`config.mk`:
```
export PLATFORM = sky130hd
export DESIGN_NAME = serial_adder_ctrl
export DESIGN_NICKNAME = d
export VERILOG_FILES = /design/src/rtl/serial_adder_ctrl.sv
export SDC_FILE = /design/constraint.sdc
export NUM_CORES = 1
export LEC_CHECK = 0
export ABC_CLOCK_PERIOD_IN_PS = 1010
export BUFFER_PORTS_ARGS = -buffer_cell sky130_fd_sc_hd__clkbuf_2
export CAP_MARGIN = 10
export CORE_MARGIN = 3
export CORE_UTILIZATION = 39
export DETAILED_ROUTE_END_ITERATION = 10
export PLACE_DENSITY = 0.61
export SLEW_MARGIN = 20
export SYNTH_ARGS = -nofsm -noshare
export SYNTH_HDL_FRONTEND = slang
export SYNTH_SLANG_ARGS = --single-unit
```
`constraint.sdc`:
```
create_clock -name clk -period 1.01 [get_ports clk]
set_input_delay 0.1515 -clock clk [delete_from_list [all_inputs] [get_ports clk]]
set_output_delay 0.1515 -clock clk [all_outputs]
set_load 0.03 [all_outputs]
```
`src/rtl/serial_adder_ctrl.sv`:
```
// Bit-serial adder: one shared full_adder cell stepped LSB-first over WIDTH cycles.
// Optional subtract mode is enabled by defining SERIAL_ADDER_SUB_EN.

module full_adder (
   input  logic a,
   input  logic b,
   input  logic cin,
   output logic s,
   output logic co
);
   assign s  = a ^ b ^ cin;
   assign co = (a & b) | (a & cin) | (b & cin);
endmodule

module serial_adder_ctrl #(
   parameter int WIDTH = 8
) (
   input  logic             clk,
   input  logic             rst,
   input  logic             start,
   input  logic [WIDTH-1:0] a,
   input  logic [WIDTH-1:0] b,
   input  logic             cin,
`ifdef SERIAL_ADDER_SUB_EN
   input  logic             sub,
`endif
   output logic             busy,
   output logic             done,
   output logic [WIDTH-1:0] sum,
   output logic             cout
);
   localparam int CW = (WIDTH > 1) ? $clog2(WIDTH) : 1;
   localparam logic [CW-1:0] last_bit = CW'(WIDTH - 1);

   localparam logic [1:0] st_idle = 2'd0;
   localparam logic [1:0] st_run  = 2'd1;
   localparam logic [1:0] st_done = 2'd2;

   logic [1:0]       state_reg, state_next;
   logic [WIDTH-1:0] a_sh_reg, b_sh_reg, sum_reg;
   logic             carry_reg, cout_reg;
   logic [CW-1:0]    cnt_reg;
   logic             accept;
   logic [WIDTH-1:0] b_load;
   logic             carry_load;
   logic             fa_s, fa_co;

   full_adder u_fa (
      .a   (a_sh_reg[0]),
      .b   (b_sh_reg[0]),
      .cin (carry_reg),
      .s   (fa_s),
      .co  (fa_co)
   );

`ifdef SERIAL_ADDER_SUB_EN
   // Two's-complement subtract: invert B and inject a carry of one.
   assign b_load     = sub ? ~b : b;
   assign carry_load = sub ? 1'b1 : cin;
`else
   assign b_load     = b;
   assign carry_load = cin;
`endif

   assign accept = start && (state_reg == st_idle || state_reg == st_done);

   always_comb begin
      state_next = state_reg;
      case (state_reg)
         st_idle: if (start) state_next = st_run;
         st_run:  if (cnt_reg == last_bit) state_next = st_done;
         st_done: state_next = start ? st_run : st_idle;
         default: state_next = st_idle;
      endcase
   end

   always_ff @(posedge clk) begin
      if (rst) begin
         state_reg <= st_idle;
         a_sh_reg  <= '0;
         b_sh_reg  <= '0;
         sum_reg   <= '0;
         carry_reg <= 1'b0;
         cout_reg  <= 1'b0;
         cnt_reg   <= '0;
      end else begin
         state_reg <= state_next;
         if (accept) begin
            a_sh_reg  <= a;
            b_sh_reg  <= b_load;
            carry_reg <= carry_load;
            cnt_reg   <= '0;
            sum_reg   <= '0;
            cout_reg  <= 1'b0;
         end else if (state_reg == st_run) begin
            // Sum bits enter at the MSB so bit 0 lands at position 0 after WIDTH shifts.
            sum_reg   <= {fa_s, sum_reg[WIDTH-1:1]};
            a_sh_reg  <= {1'b0, a_sh_reg[WIDTH-1:1]};
            b_sh_reg  <= {1'b0, b_sh_reg[WIDTH-1:1]};
            carry_reg <= fa_co;
            cnt_reg   <= cnt_reg + CW'(1);
            if (cnt_reg == last_bit) cout_reg <= fa_co;
         end
      end
   end

   assign busy = (state_reg == st_run);
   assign done = (state_reg == st_done);
   assign sum  = sum_reg;
   assign cout = cout_reg;

endmodule

```
# Word-level counts from Yosys, hierarchy flattened
# Index checks and enable logic that the tools add are counted.
# word_totals
ff_bits	31
input_bits	20
output_inout_bits	11
# classes
addsub	1
mux	10
n_reduce_logical	7
n_eq_ne	5
n_bitwise	7
# ops
operator	count
$mux 8	4
$pmux 2 s3	1
$mux 2	2
$reduce_and 2->1	2
$add 3x1->3 const B	1
$and 1x1->1	3
$eq 3x3->1 const B	1
$mux 1	3
$eq 2x1->1 const B	1
$eq 2x2->1 const B	1
$logic_not 2->1	1
$ne 2x1->1 const B	1
$ne 2x2->1 const B	1
$or 1x1->1	2
$reduce_bool 2->1	1
$reduce_or 2->1	1
$xor 1x1->1	2
$logic_and 1x1->1	1
$logic_or 1x1->1	1

# Logic depth before layout (Yosys ltp)
# logic_depth
depth_word	5
mapped_depth	6
mapped_depth_nobuf	5

# By module
# From an unflattened synthesis, not the netlist that was laid out.
# hier_totals
cells_unflattened	145
area_unflattened_um2	1287.5
# by_module_without_submodules
mod	instances	area_each_um2	cells_per_inst
serial_adder_ctrl	1	1267.5	144
full_adder	1	20.0	1

# Worst setup path before layout
# Ideal clock, no wire load.
# synth_timing
kind	register to register
from	register state_reg[1]
to	register sum_reg[2] (netlist: sum[2])
required_ps	940
stages_incl_launch_ff	7
n_path_buf	2
t_arrival_ps	1050
setup_time_ps	70
path_slack_ps	-111
path_cell_list	dfxtp_1 -> nand2b_1 -> buf_6 -> clkinv_2 -> buf_2 -> nand2_1 -> a21oi_1
# synth_between
word_cells_on_any_way	6
cone_classes	2 x eq/ne; 4 x reduce/logical
# synth_lines
item	line	rtl
start: declaration	39	logic [1:0] state_reg, state_next;
start signal: assignment	79	state_reg <= st_idle;
start signal: assignment	87	state_reg <= state_next;
$eq 2x1->1	--	
via busy	27	output logic busy,
end signal: assignment	97	sum_reg <= {fa_s, sum_reg[WIDTH-1:1]};
end: declaration	40	logic [WIDTH-1:0] a_sh_reg, b_sh_reg, sum_reg;
# The timed path passes the listed nets, and every way through them passes these cells.
# A chain may end at the register's enable or synchronous reset.

# Worst setup path in the final report
# layout_timing
from	register state_reg[1]
to	register sum_reg[0] (netlist: sum[0])
# layout_between
elab_chain_cells	4
word_cells_on_any_way	6
cone_classes	2 x eq/ne; 4 x reduce/logical
# layout_lines
item	line	rtl
$eq 2x2->1 / $logic_not 2->1 (equally long branches)	65	assign accept = start && (state_reg == st_idle || state_reg == st_done);
$logic_or 1x1->1	65	
$logic_and 1x1->1	65	
$reduce_or 2->1 (no line)	--	
# Several ways; a longest one is shown, not always the timed one.

==> flow_metrics.env <==
export IMPL_synthMostInstantiatedCell="dfxtp_1"
export IMPL_utilization_pct=76.0
export IMPL_antenna_found_initial=0
export IMPL_hold_class="in -> reg"
export IMPL_gp_congestion=0.675
export IMPL_finalPower_mw=2.97
export IMPL_clkTransAtPathRegs_ps=110
export IMPL_synth_warnings=0
export IMPL_clk_latency_ps=350
export IMPL_finalHoldViolations=0
export IMPL_fin_hold_ws_ps=85.0
export IMPL_netSwitchingFraction_pct=30.1
export IMPL_cts_htree_levels=2
export IMPL_fin_ws_ps=-269
export IMPL_p_seq_share_pct=45.2
export IMPL_wl_per_cell_microns=18.8
export IMPL_drtAntennaViolNets=0
export IMPL_n_fill_cell=203
export IMPL_drv_cap=0
export IMPL_async_flop_share_pct=0
export IMPL_initial_utilization_pct=41.3
export IMPL_cp_start_kind="flip-flop"
export IMPL_crit_type="reg -> reg"
export IMPL_io_buffers=30
export IMPL_crit_top_cell="buf_12"
export IMPL_clock_path_buffers=2
export IMPL_crit_required_ps=1280
export IMPL_yosysTopAreaCell="dfxtp_1"
export IMPL_internal_power_mw=2.07
export IMPL_yosys_most_used_dff="dfxtp_1"
export IMPL_firstDrtPassIters=4
export IMPL_rows=20
export IMPL_slowest_stage="dfxtp_2"
export IMPL_yosysSeqAreaShare_pct=48.5
export IMPL_vias=1378
export IMPL_maxSlewViolCount=0
export IMPL_slowest_delay_ps=380
export IMPL_wirelength_microns=4700
export IMPL_grt_pass1_wl_microns=5800
export IMPL_antenna_cells=0
export IMPL_clockRootBuffer="clkbuf_4"
export IMPL_cts_tree="built"
export IMPL_reg2reg_depth=6
export IMPL_layout_min_cycle_time_ps=1280
export IMPL_synth_area_per_cell_sq_um=8.89
export IMPL_synth_seq_cells=31
export IMPL_num_io_pins=31
export IMPL_fmax_mhz=782
export IMPL_hpwlAfterDp_microns=1950
export IMPL_final_layout_size_suffix_gt1_share_pct=71.4
export IMPL_fin_nets=228
export IMPL_core_area_sq_um=3100
export IMPL_synthCells=144
export IMPL_tightestPinTransition_ps=251
export IMPL_synth_nets=167
export IMPL_synth_distinct_cells=23
export IMPL_synth_commonest_cells="dfxtp_1, nand2_1, nor3_1"
export IMPL_yosysTopAreaCellShare_pct=48.5
export IMPL_grt_pass1_vias=1208
export IMPL_power_density_nw_per_um2=1260
export IMPL_drtIter0Drc=82
export IMPL_die_height_microns=63.3
export IMPL_synth_area_leaders="dfxtp_1, nand2_1, nor3_1, a21oi_1, o22ai_1"
export IMPL_pre_cts_slack_ps=-99.9
export IMPL_grt_max_degree=20
export IMPL_rsz0062_at_grt="yes"
export IMPL_drcViolationCount=0
export IMPL_grt_usage_pct=18.7
export IMPL_ctsHoldBuffers=0
export IMPL_cp_cell_sequence="nand2b_4, buf_6, buf_12, buf_12, nand2_4, a21oi_2"
export IMPL_hold_depth=3
export IMPL_syn_to_final_growth_pct=84.2
export IMPL_cts_buffers=5
export IMPL_power_switching_mw=0.893
export IMPL_violations="negative setup slack"
export IMPL_grt_overflow=0
export IMPL_skew_ps=16.9
export IMPL_peakVddDrop_uv=1090
export IMPL_setup_viol=34
export IMPL_cts_sinks=31
export IMPL_outcome="finished with violations"
export IMPL_slew_headroom_pct=83.3
export IMPL_viasPerCell=5.51
export IMPL_die_w_microns=63.3
export IMPL_endpoint_kind="flip-flop"
export IMPL_die_area_sq_um=4010
export IMPL_cp_max_fo=8
export IMPL_synth_area_sq_um=1280
export IMPL_pwr_share_comb_pct=25.5
export IMPL_arrival_ps=1550
export IMPL_power_leakage_nw=0.955
export IMPL_finalCritPeriodShare_pct=127
export IMPL_synth_edf_count=0
export IMPL_clockPowerShare_pct=29.2
[cells by family after synthesis]
group | after synthesis | share of synthesized area, %
compound gates | 31 | 16.2
xor+xnor | 1 | 0.684
fa+ha+maj | 3 | 3.52
buf+inv | 14 | 7.43
flops | 31 | 48.5
mux | 2 | 1.56
simple gates | 62 | 22.1
[final cells by class]
| cell class | instances | area, sq um | area share, % |
|---|---|---|---|
| sequential | 31 | 657 | 27.9 |
| clock buffer | 8 | 68.8 | 2.92 |
| tap | 44 | 55.1 | 2.34 |
| timing repair buffer | 64 | 649 | 27.5 |
| timing repair inverter | 2 | 25.0 | 1.06 |
| inverter | 1 | 16.3 | 0.690 |
| multi-input combinational | 100 | 886 | 37.6 |
[layer usage]
metal / share of wire [%] / GRT usage [%] / wire length (microns)
met5: 0 / 0 / 0
met4: 3.6 / 6.20 / 170
met3: 6.4 / 7.13 / 301
met2: 50 / 30.3 / 2340
met1: 40 / 22.9 / 1890
[metrics by stage]
step / instances / setup TNS, ps / instance area [sq um]
2_1_floorplan: 144 / -718 / 1350
3_3_place_gp: 215 / -1000 / 1540
3_5_place_dp: 215 / -1800 / 1540
4_1_cts: 238 / -4240 / 1950
5_1_grt: 250 / -7800 / 2360
6_report: 250 / -6400 / 2360
[worst max-delay path: cells and delay by family, from the launching register on]
family | cells | cell delay, ps
buffers and inverters | 3 | 420
DFF | 1 | 380
AOI/OAI and AO/OA | 1 | 160
and+or+nand+nor | 2 | 240
[placed cells by master, fill, tap and decap left out, drive strengths merged]
cell type / count
buf: 43
dfxtp: 31
clkbuf: 29
nand2: 27
nor3: 18
a21oi: 15
o22ai: 8
nor2: 6
nand3: 5
nand2b: 4
a22oi: 4
a311oi: 3
clkinv: 2
nor2b: 2
mux2i: 2
ha: 2
nand3b: 1
xnor2: 1
o21a: 1
fa: 1
inv: 1
[final timing paths]
check                     from     endpoint  slack, ps
setup / recovery  state_reg[1]       sum[0]       -270
hold / removal            b[4]  b_sh_reg[4]         90
hold reg to reg    a_sh_reg[2]  a_sh_reg[2]        500
setup reg to reg  state_reg[1]       sum[0]       -270
[what timing repair did]
action / in CTS / in global routing
pin swaps: 7 / 27
cloned: 3 / 3
resized for setup: 54 / 79
setup endpoints to repair: 41 / 42
setup buffers: 12 / 11
[power groups by stage]
stage          sequential [mW]  combinational (mW)  clock [mW]
3_3_place_gp              1.37               0.388           0
4_1_cts                   1.34               0.558       0.857
6_report                  1.34               0.757       0.867
3_5_place_dp              1.37               0.397           0
2_1_floorplan             1.36               0.299           0
5_1_grt                   1.35               0.800       0.934
No activity file was read; power rests on OpenSTA's default activity.
